<file path="config.mk">
export PLATFORM = sky130hd
export DESIGN_NAME = int_to_float_flat
export DESIGN_NICKNAME = d
export VERILOG_FILES = /design/src/rtl/int_to_float_if.sv /design/src/rtl/int_to_float.sv /design/src/flat_wrapper.sv
export SDC_FILE = /design/constraint.sdc
export NUM_CORES = 1
export LEC_CHECK = 0
export CAP_MARGIN = 15
export CORE_MARGIN = 2
export CORE_UTILIZATION = 51
export DETAILED_ROUTE_END_ITERATION = 6
export GPL_TIMING_DRIVEN = 0
export PLACE_DENSITY = 0.74
export SLEW_MARGIN = 20
export SYNTH_ARGS = -nofsm -noshare
export SYNTH_HDL_FRONTEND = slang
export SYNTH_SLANG_ARGS = --single-unit
</file>
<file path="constraint.sdc">
create_clock -name in_clk -period 4.7 [get_ports in_clk]
set_clock_uncertainty 0.15 [all_clocks]
set_input_delay 1.175 -clock in_clk [delete_from_list [all_inputs] [get_ports in_clk]]
set_output_delay 1.175 -clock in_clk [all_outputs]
set_load 0.005 [all_outputs]
</file>
<file path="src/rtl/int_to_float_if.sv">
// int_to_float_if
//   Handshake/data bundle between an integer producer and the int_to_float
//   converter. The float side matches float_ops, so out_result can be wired
//   straight into a float_ops operand.
//
//   Handshake: the producer raises in_start with in_int/in_signed valid; the
//   converter samples them only while idle. out_ready rises once out_result
//   is valid and both stay stable until in_start is seen low; out_ready
//   drops on that edge. The producer must not rely on in_int after accept.
//
//   Signals
//     in_start    producer -> converter  request a conversion
//     in_signed   producer -> converter  1 = in_int is two's complement
//     in_int      producer -> converter  integer operand (INT_BITS)
//     out_ready   converter -> producer  result valid
//     out_result  converter -> producer  converted float (BITS)
interface int_to_float_if #(
   parameter int BITS     = 32,
   parameter int INT_BITS = 32
);
   logic                in_start;
   logic                in_signed;
   logic [INT_BITS-1:0] in_int;
   logic                out_ready;
   logic [BITS-1:0]     out_result;

   modport master (
      output in_start,
      output in_signed,
      output in_int,
      input  out_ready,
      input  out_result
   );

   modport slave (
      input  in_start,
      input  in_signed,
      input  in_int,
      output out_ready,
      output out_result
   );
endinterface

</file>
<file path="src/rtl/int_to_float.sv">
// int_to_float
//   Serial integer -> IEEE-754-style float converter. The operand is latched
//   on an accepted start, normalised one left shift per clock, then rounded
//   to nearest (ties to even) in a single ROUND cycle. Results too large for
//   the exponent field become signed infinity. Subnormals cannot occur.
//
//   Ports
//     in_clk     clock, all state changes on the rising edge
//     in_rst     asynchronous active-high reset
//     bus        int_to_float_if.slave (in_start, in_signed, in_int,
//                out_ready, out_result)
//     dbg_state  current FSM state (IDLE=0, NORMALISE=1, ROUND=2, READY=3)
//
//   Latency: counting the accepting edge as edge 1, out_ready rises after
//   edge lz+3 (lz = leading zeros of the magnitude), or after edge 1 for 0.
module int_to_float #(
   parameter int BITS     = 32,
   parameter int EXP_BITS = 8,
   parameter int INT_BITS = 32
) (
   input  logic              in_clk,
   input  logic              in_rst,
   int_to_float_if.slave     bus,
   output logic [1:0]        dbg_state
);

   localparam int MANT_BITS = BITS - 1 - EXP_BITS;
   localparam int BIAS      = (1 << (EXP_BITS - 1)) - 1;
   // Exponent counter must hold INT_BITS-1 + bias + 1 and the all-ones
   // exponent value without wrapping; two spare bits cover both.
   localparam int EW_BASE   = (EXP_BITS > $clog2(INT_BITS + 2)) ? EXP_BITS
                                                                : $clog2(INT_BITS + 2);
   localparam int EW        = EW_BASE + 2;

   localparam logic [EW-1:0] EXP_START = EW'(INT_BITS - 1);
   localparam logic [EW-1:0] BIAS_W    = EW'(BIAS);
   localparam logic [EW-1:0] EXP_MAX   = EW'((1 << EXP_BITS) - 1);

   typedef enum logic [1:0] {
      S_IDLE      = 2'd0,
      S_NORMALISE = 2'd1,
      S_ROUND     = 2'd2,
      S_READY     = 2'd3
   } state_t;

   state_t              state_q, state_n;
   logic                sign_q, sign_n;
   logic [INT_BITS-1:0] mag_q, mag_n;
   logic [EW-1:0]       exp_q, exp_n;
   logic                ready_q, ready_n;
   logic [BITS-1:0]     result_q, result_n;

   // Operand capture values, only used in IDLE
   logic                in_sign;
   logic [INT_BITS-1:0] in_mag;

   // Rounding datapath, only used in ROUND. The hidden bit (mag_q MSB) is
   // implicit, so the frame holds the bits below it followed by zero padding
   // that covers mantissa + guard even when INT_BITS-1 < MANT_BITS.
   logic [INT_BITS+MANT_BITS:0] frame;
   logic [MANT_BITS-1:0]        mant;
   logic                        guard;
   logic                        sticky;
   logic                        round_up;
   logic [MANT_BITS:0]          mant_sum;
   logic [EW-1:0]               exp_adj;
   logic [EW-1:0]               biased;

   assign dbg_state = state_q;

   assign bus.out_ready  = ready_q;
   assign bus.out_result = result_q;

   assign in_sign = bus.in_signed & bus.in_int[INT_BITS-1];
   // Negating -2^(INT_BITS-1) wraps to itself, which read as unsigned is
   // exactly the wanted magnitude.
   assign in_mag  = in_sign ? -bus.in_int : bus.in_int;

   assign frame    = {mag_q[INT_BITS-2:0], {(MANT_BITS + 2){1'b0}}};
   assign mant     = frame[INT_BITS+MANT_BITS:INT_BITS+1];
   assign guard    = frame[INT_BITS];
   assign sticky   = |frame[INT_BITS-1:0];
   assign round_up = guard & (sticky | mant[0]);
   assign mant_sum = {1'b0, mant} + {{MANT_BITS{1'b0}}, round_up};
   // A carry out of the mantissa leaves mant_sum's low bits all zero, which
   // is already the correct mantissa for the bumped exponent.
   assign exp_adj  = exp_q + {{(EW-1){1'b0}}, mant_sum[MANT_BITS]};
   assign biased   = exp_adj + BIAS_W;

   always_ff @(posedge in_clk or posedge in_rst) begin
      if (in_rst) begin
         state_q  <= S_IDLE;
         sign_q   <= 1'b0;
         mag_q    <= '0;
         exp_q    <= '0;
         ready_q  <= 1'b0;
         result_q <= '0;
      end else begin
         state_q  <= state_n;
         sign_q   <= sign_n;
         mag_q    <= mag_n;
         exp_q    <= exp_n;
         ready_q  <= ready_n;
         result_q <= result_n;
      end
   end

   always_comb begin
      state_n  = state_q;
      sign_n   = sign_q;
      mag_n    = mag_q;
      exp_n    = exp_q;
      ready_n  = ready_q;
      result_n = result_q;

      unique case (state_q)
         S_IDLE: begin
            ready_n = 1'b0;
            if (bus.in_start) begin
               sign_n = in_sign;
               mag_n  = in_mag;
               exp_n  = EXP_START;
               if (in_mag == '0) begin
                  // Zero skips normalisation and is always +0
                  result_n = '0;
                  ready_n  = 1'b1;
                  state_n  = S_READY;
               end else begin
                  state_n = S_NORMALISE;
               end
            end
         end

         S_NORMALISE: begin
            if (mag_q[INT_BITS-1]) begin
               state_n = S_ROUND;
            end else begin
               mag_n = {mag_q[INT_BITS-2:0], 1'b0};
               exp_n = exp_q - {{(EW-1){1'b0}}, 1'b1};
            end
         end

         S_ROUND: begin
            if (biased >= EXP_MAX) begin
               result_n = {sign_q, {EXP_BITS{1'b1}}, {MANT_BITS{1'b0}}};
            end else begin
               result_n = {sign_q, biased[EXP_BITS-1:0], mant_sum[MANT_BITS-1:0]};
            end
            ready_n = 1'b1;
            state_n = S_READY;
         end

         S_READY: begin
            // Held until the requester lets go of in_start, so a level-held
            // start cannot retrigger a second conversion.
            if (!bus.in_start) begin
               ready_n = 1'b0;
               state_n = S_IDLE;
            end
         end

         default: state_n = S_IDLE;
      endcase
   end

endmodule

</file>
<file path="src/flat_wrapper.sv">
// flat-port wrapper written by rule: the top's interface ports become plain ports
module int_to_float_flat 
#(
   parameter int BITS     = 32,
   parameter int EXP_BITS = 8,
   parameter int INT_BITS = 32
)
  (in_clk, in_rst, dbg_state, bus_in_start, bus_in_signed, bus_in_int, bus_out_ready, bus_out_result);
  int_to_float_if #(.BITS(BITS), .INT_BITS(INT_BITS)) bus_i ();
  input  logic in_clk;
  input  logic in_rst;
  output logic [1:0] dbg_state;
  input wire logic [$bits(bus_i.in_start)-1:0] bus_in_start;
  input wire logic [$bits(bus_i.in_signed)-1:0] bus_in_signed;
  input wire logic [$bits(bus_i.in_int)-1:0] bus_in_int;
  output wire logic [$bits(bus_i.out_ready)-1:0] bus_out_ready;
  output wire logic [$bits(bus_i.out_result)-1:0] bus_out_result;
  assign bus_i.in_start = bus_in_start;
  assign bus_i.in_signed = bus_in_signed;
  assign bus_i.in_int = bus_in_int;
  assign bus_out_ready = bus_i.out_ready;
  assign bus_out_result = bus_i.out_result;
  int_to_float #(.BITS(BITS), .EXP_BITS(EXP_BITS), .INT_BITS(INT_BITS)) u_core (.in_clk(in_clk), .in_rst(in_rst), .bus(bus_i), .dbg_state(dbg_state));
endmodule
</file>
# After elaboration in Yosys (flattened, before gate mapping)
# Index checks and enable logic that the tools add are counted.
# totals
ff_bits	78
input_bits	36
output_inout_bits	35
wordCells	56
# op_classes
n_addsub	5
order_cmp	1
eq_ne	8
muxes	20
n_bitwise	3
reduce_logical	12
# ops
operator	n
32-bit two-way mux	5
32-bit one-hot mux with 2 select lines	2
32-bit zero test	1
32-bit negator	1
31-bit two-way mux	1
23-bit by 1-bit adder with 24-bit output	1
10-bit two-way mux	2
10-bit one-hot mux with 2 select lines	1
10-bit by 1-bit adder with 10-bit output	1
10-bit by 7-bit adder with 10-bit output (second input constant)	1
10-bit by 8-bit greater-or-equal comparator with 1-bit output (second input constant)	1
10-bit by 1-bit subtractor with 10-bit output (second input constant)	1
3-bit AND reduction	3
2-bit two-way mux	4
2-bit one-hot mux with 4 select lines	1
7-bit OR reduction	1
2-bit != test (second input constant)	3
2-bit AND reduction	3
2-bit equality test (second input constant)	2
2-bit by 1-bit != test with 1-bit output (second input constant)	2
2-bit nonzero test	2
1-bit two-way mux	3
1-bit one-hot mux with 3 select lines	1
3-bit nonzero test	1
other kinds (4)	5

# Depth between registers and ports, before layout
# Gate-level depths: netlist (run 1).
# logic_depth
depth_word	9
mapped_depth	17

# Least setup slack after synthesis (run 1)
# OpenSTA, ideal clock, no wires.
# synth_path
path_type	in2reg
from	input port bus_in_int[0]
to	register u_core.result_q[10], in the netlist u_core.bus.out_result[10]
arrival_time_ps	3588
t_required_ps	4425
setup_slack_ps	837
cell_stages	12
path_buffers	2
cell_sequence	inv_1 > ha_1 > nor4b_2 > and3_1 > buf_2 > a21oi_1 > xnor2_1 > or2b_1 > nand4b_1 > o21ai_4 > buf_12 > mux2_4
# synth_between
elab_chain_cells	5
# synth_lines
item	line_no	text
start, declared	flat_wrapper.sv:15	input wire logic [$bits(bus_i.in_int)-1:0] bus_in_int;
32-bit negator	int_to_float.sv:77	assign in_mag = in_sign ? -bus.in_int : bus.in_int;
32-bit two-way mux (*)	int_to_float.sv:77	
32-bit zero test (*)	int_to_float.sv:123	if (in_mag == '0) begin
2-bit by 1-bit != test with 1-bit output (no source line) (*)	-	
3-bit AND reduction (no source line) (*)	-	
end signal, assigned	int_to_float.sv:104	result_q <= result_n;
end, declared	int_to_float.sv:51	logic [BITS-1:0] result_q, result_n;
# Mark *: on every way between the ends. The rest lies on a longest branch, timed or not.
# A chain may end at the register's enable or synchronous reset.

# Worst setup path in the final report (run 1)
# layout_path
from	input port bus_in_int[0]
to	register u_core.result_q[12], in the netlist u_core.bus.out_result[12]
# The elaborated chain is that of the path after synthesis.

==> impl_metrics.yaml, run 1 <==
run_status:
  status: "finished, final reports clean"
die:
  ios: 71
  fp.dieW_um: 111
  die_y_um: 111
  rows: 39
  coreArea_mm2: 0.0113
  dieArea_mm2: 0.0123
  initial_utilization_pct: 51.7
global_routing:
  antenna_found_initial: 0
  grt_max_degree: 62
  grt_overflow_total: 0
  grt_pass1_wl_mm: 25.3
  grt_usage_pct: 25.2
  grt_pass1_vias: 5083
drt:
  drt-wirelength-per-cell_um: 17.0
  drc: 0
  num_vias: 5420
  vias_per_cell: 5.94
  drtPass1Iterations: 5
  wirelength_mm: 15.5
  postRouteAntennaNets: 0
  drt_iter0_drc: 458
synthesis:
  synth_cell_type_count: 69
  netlist_area_mm2: 0.00585
  ys.flop_type: "dfrtp_1"
  synth_xor_xnor_area_share_pct: 8.68
  synth_area_leaders: "dfrtp_1, mux2_4, nor2_1"
  ys_top_cells_by_count: "nor2_1, dfrtp_1, nand2_1, o21ai_0, clkbuf_1"
  netlist.area_leader.share_pct: 33.4
  synth-simple-area-share_pct: 24.5
  synth_top_area_cell: "dfrtp_1"
  synth_compound_area_share_pct: 18.5
  avgSynthCellArea_um2: 8.42
  post-synth-top-count-cell: "nor2_1"
  netlist_instances: 695
  syn_nets: 741
  synth_adder_area_share_pct: 2.14
  synth-seq-area-share_pct: 33.4
  async_flop_share_pct: 100
  synth_top_family_by_area: "simple AND/OR/NAND/NOR gates"
  ys_ff_latch: 78
  synth.area.mux_share_pct: 6.50
  synth_edf_count: 0
  ys_warn_count: 0
sta:
  timing.final.crit_share_pct: 98.3
  worstMarginPinSlew_ps: 767
  finalSetupViolCount: 0
  setup_tns_ps: 0
  fin_ws_ps: 81.6
  timing.hold.ws_ps: 363
  maxSlewHeadroom_pct: 48.1
  grt_setup_unrepaired: "no"
  fmax_mhz: 217
  period_needed_ps: 4620
  timing.final.hold_violations: 0
  drv_slew: 0
worst_setup_path:
  crit_arrival_ps: 4690
  timing.rr.start: "u_core.mag_q[14]"
  rrSetupSlack_ps: 480
  r2r_cells: 16
  cp_slowest_cell: "nor4bb_2"
  cpPeakStageDelay_ps: 490
  r2r-end: "u_core.bus.out_result[14]"
  critPathLaunchType: "primary input"
  path_cells: "clkdlybuf4s50_1 > inv_1 > ha_1 > nor4b_4 > nand2_1 > o21a_1 > o32ai_1 > nor4bb_2 > nand4b_1 > o21ai_4 > buf_12 > mux2_4"
  path_class: "primary input to flip-flop"
  end_kind: "flip-flop"
  critPathMaxFanout: 10
  critical_path_required_ps: 4770
job:
  max_cap_viol_count: 0
placement:
  placed_cell_area_mm2: 0.00664
  detailed_place_hpwl_mm: 11.8
  port_buffers: 58
  place_ws_ps: -468
  gp_congestion: 0.989
cells_and_area:
  drive_gt1_share_pct: 9.75
  fillers: 1016
  multiInputGateArea_mm2: 0.00356
  fin_nets: 811
  final_util_pct: 61.7
  area_delta_synth_final_pct: 19.4
  ff_latch_area_mm2: 0.00195
  antenna_cells: 0
  post-route-cell-area_mm2: 0.00698
hold_path:
  whs_path_depth: 1
  holdPathEnd: "u_core.bus.out_result[20]"
  hp-start: "u_core.bus.out_result[20]"
  hp-class: "flip-flop to flip-flop"
clock_tree:
  cts_tree: "done"
  post-cts-setup-buffers: 0
  cts_root_buf: "clkbuf_16"
  worstSkewPairLatency_ps: 340
  clock_sinks: 78
  cts-hold-fix-buffers: 0
  clkTransAtPathRegs_ps: 50
  cts_max_level: 3
  ctsLongestPathBuffers: 2
  cts_made_buffers: 9
power:
  pwr-share-seq_pct: 33.1
  p_per_area_mw_per_mm2: 520
  p_int_w: 0.00218
  p_comb_share_pct: 46.8
  p_switching_w: 0.00145
  power_switching_share_pct: 40.0
  power.leakage_nw: 2.74
  p_clk_share_pct: 20.2
  peakVddDrop_v: 0.000331
==> state kept, by name, indices dropped and copies added, names as in the netlist <==
name / flops
u_core.exp_q: 10
u_core.sign_q: 1
u_core.dbg_state: 2
u_core.mag_q: 32
u_core.bus.out_result: 32
u_core.bus.out_ready: 1
==> worst max path at each step <==
stage	depth (start not counted)	slack [ps]	endpoint	start
3_5_place_dp	12	-470	u_core.bus.out_result[14]	bus_in_int[0]
3_3_place_gp	12	-400	u_core.bus.out_result[19]	bus_in_int[0]
5_1_grt	12	5	u_core.bus.out_result[0]	bus_in_int[0]
6_report	12	80	u_core.bus.out_result[12]	bus_in_int[0]
2_1_floorplan	12	840	u_core.bus.out_result[10]	bus_in_int[0]
4_1_cts	13	110	u_core.bus.out_result[12]	bus_in_int[0]
==> critical path: cells and delay by family <==
| kind | cells | cell delay (ps) |
|---|---|---|
| buf+inv | 3 | 790 |
| mux | 1 | 300 |
| simple gates | 4 | 1290 |
| compound gates | 3 | 910 |
| fa+ha+maj | 1 | 200 |
==> per-layer routing <==
layer  routed length (µm)  share of wire (%)  up-vias  GRT usage, %
li1                     -                  -     2628             -
met4                  592                3.8        0          11.9
met1                 6960                 45     2513          33.5
met5                    0                  0        -             0
met3                  835                5.4       52          4.70
met2                 7080                 46      227          40.0
==> power by group through the flow <==
| stage | Clock (W) | Combinational [W] | Sequential, W |
|---|---|---|---|
| finish | 0.000733 | 0.00170 | 0.00120 |
| global route | 0.000778 | 0.00188 | 0.00124 |
| CTS | 0.000741 | 0.00169 | 0.00119 |
| detailed placement | 0 | 0.00167 | 0.00120 |
| global placement | 0 | 0.00163 | 0.00119 |
| floorplan | 0 | 0.00110 | 0.00114 |
==> through the flow <==
| step | instances | total power [W] |
|---|---|---|
| final | 912 | 0.00363 |
| after global routing | 912 | 0.00389 |
| after CTS | 912 | 0.00362 |
| after detailed placement | 897 | 0.00287 |
| after global placement | 896 | 0.00282 |
| after floorplan | 695 | 0.00224 |
==> cell usage in the layout (no fill, tap or decap), types with 6 or more instances in the layout <==
cell / Yosys / layout
a21oi_1: 23 / 23
a22oi_1: 6 / 6
a31oi_1: 25 / 25
and2_1: 7 / 7
and3_1: 9 / 9
buf_2: 11 / 11
clkbuf_1: 33 / 34
clkbuf_16: 0 / 9
clkdlybuf4s50_1: 0 / 58
dfrtp_1: 78 / 78
ha_1: 10 / 10
inv_1: 26 / 25
mux2_4: 21 / 21
nand2_1: 68 / 68
nand2b_1: 7 / 7
nand3_1: 25 / 25
nand4_1: 12 / 12
nor2_1: 80 / 80
nor2b_1: 6 / 6
nor3_1: 19 / 19
nor4_1: 9 / 9
o21ai_0: 56 / 56
o22ai_1: 10 / 10
or3_1: 8 / 8
xnor2_1: 32 / 30
xor2_1: 26 / 26
==> area by class of cell <==
| cell class | instances | area share [%] |
|---|---|---|
| inverters | 27 | 1.49 |
| clock buffers | 10 | 3.28 |
| repair buffers | 59 | 8.71 |
| flip-flops and latches | 78 | 27.9 |
| clock inverters | 5 | 1.22 |
| plain buffers | 51 | 3.83 |
| multi-input cells | 539 | 51.0 |
| well taps | 143 | 2.56 |
==> cell families (layout without fill, tap and decap cells) <==
family                   Yosys count  in the layout
AO/OA/AOI/OAI                    167            167
XOR/XNOR                          58             58
adder cells (fa/ha/maj)           10             10
buffers and inverters             78            152
flip-flops                        78             78
multiplexers                      27             27
AND/OR/NAND/NOR                  277            277
==> what timing repair did <==
action                                  4_1_cts  5_1_grt
endpoints found under the setup margin       23       21
gates cloned                                  0        0
endpoints found under the hold margin         0        0
gates resized for setup                       2        2
Note: power is estimated with default switching activity, not from simulation.
==> inputs of run 2 (changes only) <==
--- a/config.mk
+++ b/config.mk
@@ -8,6 +8,7 @@
 export CAP_MARGIN = 15
 export CORE_MARGIN = 2
 export CORE_UTILIZATION = 51
+export CTS_BUF_LIST = sky130_fd_sc_hd__clkbuf_8
 export DETAILED_ROUTE_END_ITERATION = 6
 export GPL_TIMING_DRIVEN = 0
 export PLACE_DENSITY = 0.74
==> constraint.sdc (replaced) <==
create_clock -name in_clk -period 4.7 [get_ports in_clk]
set_clock_uncertainty 0.15 [all_clocks]
set_input_delay 1.175 -clock in_clk [delete_from_list [all_inputs] [get_ports in_clk]]
set_output_delay 1.175 -clock in_clk [all_outputs]
set_load 0.01 [all_outputs]
==> run 2 against run 1 <==
Sequential share of layout area rose by 0.44 points. First-iteration DRC count up 13%. Worst setup slack better by 7.8 ps. Global-route usage down 0.66 points. Register-to-register slack about the same. Power down 4.5%. Die area is the same. Fmax grew 0.17%.
==> impl_metrics.yaml, run 2 (synthesis results as in run 1) <==
worst_setup_path:
  path_buf_inv: 3
  critPathLaunchType: "primary input"
  path_class: "primary input to flip-flop"
  crit_arrival_ps: 4700
  rrSetupSlack_ps: 470
  critPathMaxFanout: 10
  cpPeakStageDelay_ps: 480
  critical_path.top_delay_family: "simple AND/OR/NAND/NOR gates"
  cp_slowest_cell: "clkdlybuf4s50_1"
  crit_cells: 12
  r2r-end: "u_core.bus.out_result[14]"
  timing.rr.start: "u_core.mag_q[14]"
  r2r_cells: 16
  end_kind: "flip-flop"
  critical_path_required_ps: 4790
  path_cells: "clkdlybuf4s50_1 > inv_1 > ha_1 > nor4b_4 > nand2_1 > o21a_1 > o32ai_1 > nor4bb_2 > nand4b_1 > o21ai_4 > buf_12 > mux2_4"
die:
  rows: 39
  coreArea_mm2: 0.0113
  fp.dieW_um: 111
  ios: 71
  initial_utilization_pct: 51.7
  die_y_um: 111
  dieArea_mm2: 0.0123
hold_path:
  hp-start: "u_core.bus.out_result[20]"
  whs_path_depth: 1
  holdPathEnd: "u_core.bus.out_result[20]"
  hp-class: "flip-flop to flip-flop"
sta:
  fmax_mhz: 217
  finalSetupViolCount: 0
  timing.final.crit_share_pct: 98.1
  drv_slew: 0
  timing.final.hold_violations: 0
  period_needed_ps: 4610
  worstMarginPinSlew_ps: 743
  maxSlewHeadroom_pct: 49.8
  grt_setup_unrepaired: "no"
  setup_tns_ps: 0
power:
  peakVddDrop_v: 0.000395
  p_per_area_mw_per_mm2: 505
  power.leakage_nw: 2.70
  p_total_w: 0.00347
cells_and_area:
  fillers: 1027
  final_common_cell: "nor2_1"
  ff_latch_area_mm2: 0.00195
  antenna_cells: 0
  multiInputGateArea_mm2: 0.00355
  drive_gt1_share_pct: 9.62
  final_util_pct: 60.7
  mostFrequentLayoutCells: "nor2_1, dfrtp_1, nand2_1, clkdlybuf4s50_1, o21ai_0"
  post-route-cell-area_mm2: 0.00688
  fin_nets: 811
  final_cell_count_no_fill: 912
  area_delta_synth_final_pct: 17.5
drt:
  drt-wirelength-per-cell_um: 16.6
  num_vias: 5410
  drc: 0
  drt_iter0_drc: 517
  vias_per_cell: 5.93
  wirelength_mm: 15.2
  postRouteAntennaNets: 0
  drtPass1Iterations: 5
clock_tree:
  cts_made_buffers: 9
  clkTransAtPathRegs_ps: 70
  cts_max_level: 3
  worstSkewPairLatency_ps: 370
  post-cts-setup-buffers: 0
  clock_sinks: 78
  cts_tree: "done"
  cts_root_buf: "clkbuf_8"
  ctsLongestPathBuffers: 2
job:
  max_cap_viol_count: 0
global_routing:
  grt_pass1_vias: 4959
  grt_max_degree: 62
  grt_pass1_wl_mm: 24.7
  grt_overflow_total: 0
  grt_usage_pct: 24.6
  antenna_found_initial: 0
placement:
  placed_cell_area_mm2: 0.00664
  gp_congestion: 0.989
  dpl.cell_count: 897
  port_buffers: 58
  detailed_place_hpwl_mm: 11.8
run_status:
  status: "finished, final reports clean"
run 2: changes by cell type in the layout (fill, tap and decap cells not counted), sizes merged:
cell | before | now
clkbuf | 43 | 42
inv | 26 | 27
run 2: cell type report:
type,instances,area share [%]
plain buffers,51,3.89
clock buffers,9,1.80
well taps,143,2.60
flip-flops and latches,78,28.4
multi-input cells,539,51.7
inverters,27,1.51
clock inverters,6,1.29
repair buffers,59,8.84
run 2: worst max-delay path by stage:
stage / end / start / slack (ps)
after CTS: u_core.bus.out_result[19] / bus_in_int[0] / 8
after global routing: u_core.bus.out_result[19] / bus_in_int[0] / 30
final: u_core.bus.out_result[19] / bus_in_int[0] / 90
after global placement: u_core.bus.out_result[19] / bus_in_int[0] / -400
after detailed placement: u_core.bus.out_result[14] / bus_in_int[0] / -470
after floorplan: u_core.bus.out_result[10] / bus_in_int[0] / 840
run 2: repair_timing:
item,in CTS,in global routing
endpoints found under the hold margin,0,0
setup endpoints to repair,21,24
resized for setup,1,2
gates cloned,0,0
pin swaps,0,0
hold buffers,0,0
run 2: power by group:
group	total, W	switching, W	internal (W)
Clock	0.000541	0.000245	0.000296
Sequential	0.00119	0.000259	0.000935
Combinational	0.00173	0.000953	0.000782
run 2: through the flow:
step           hold slack (ps)  setup WS (ps)
2_1_floorplan              300            837
4_1_cts                    366           8.12
3_3_place_gp               342           -398
3_5_place_dp               346           -468
6_report                   367           89.4
5_1_grt                    381           30.9
run 2: per-layer routing:
layer / track usage (%) / routed length [µm] / vias to the layer above
met1: 33.1 / 6760 / 2520
met5: 0 / 0 / -
met3: 3.72 / 862 / 39
met4: 11.4 / 518 / 0
met2: 39.1 / 7020 / 228
li1: - / - / 2623
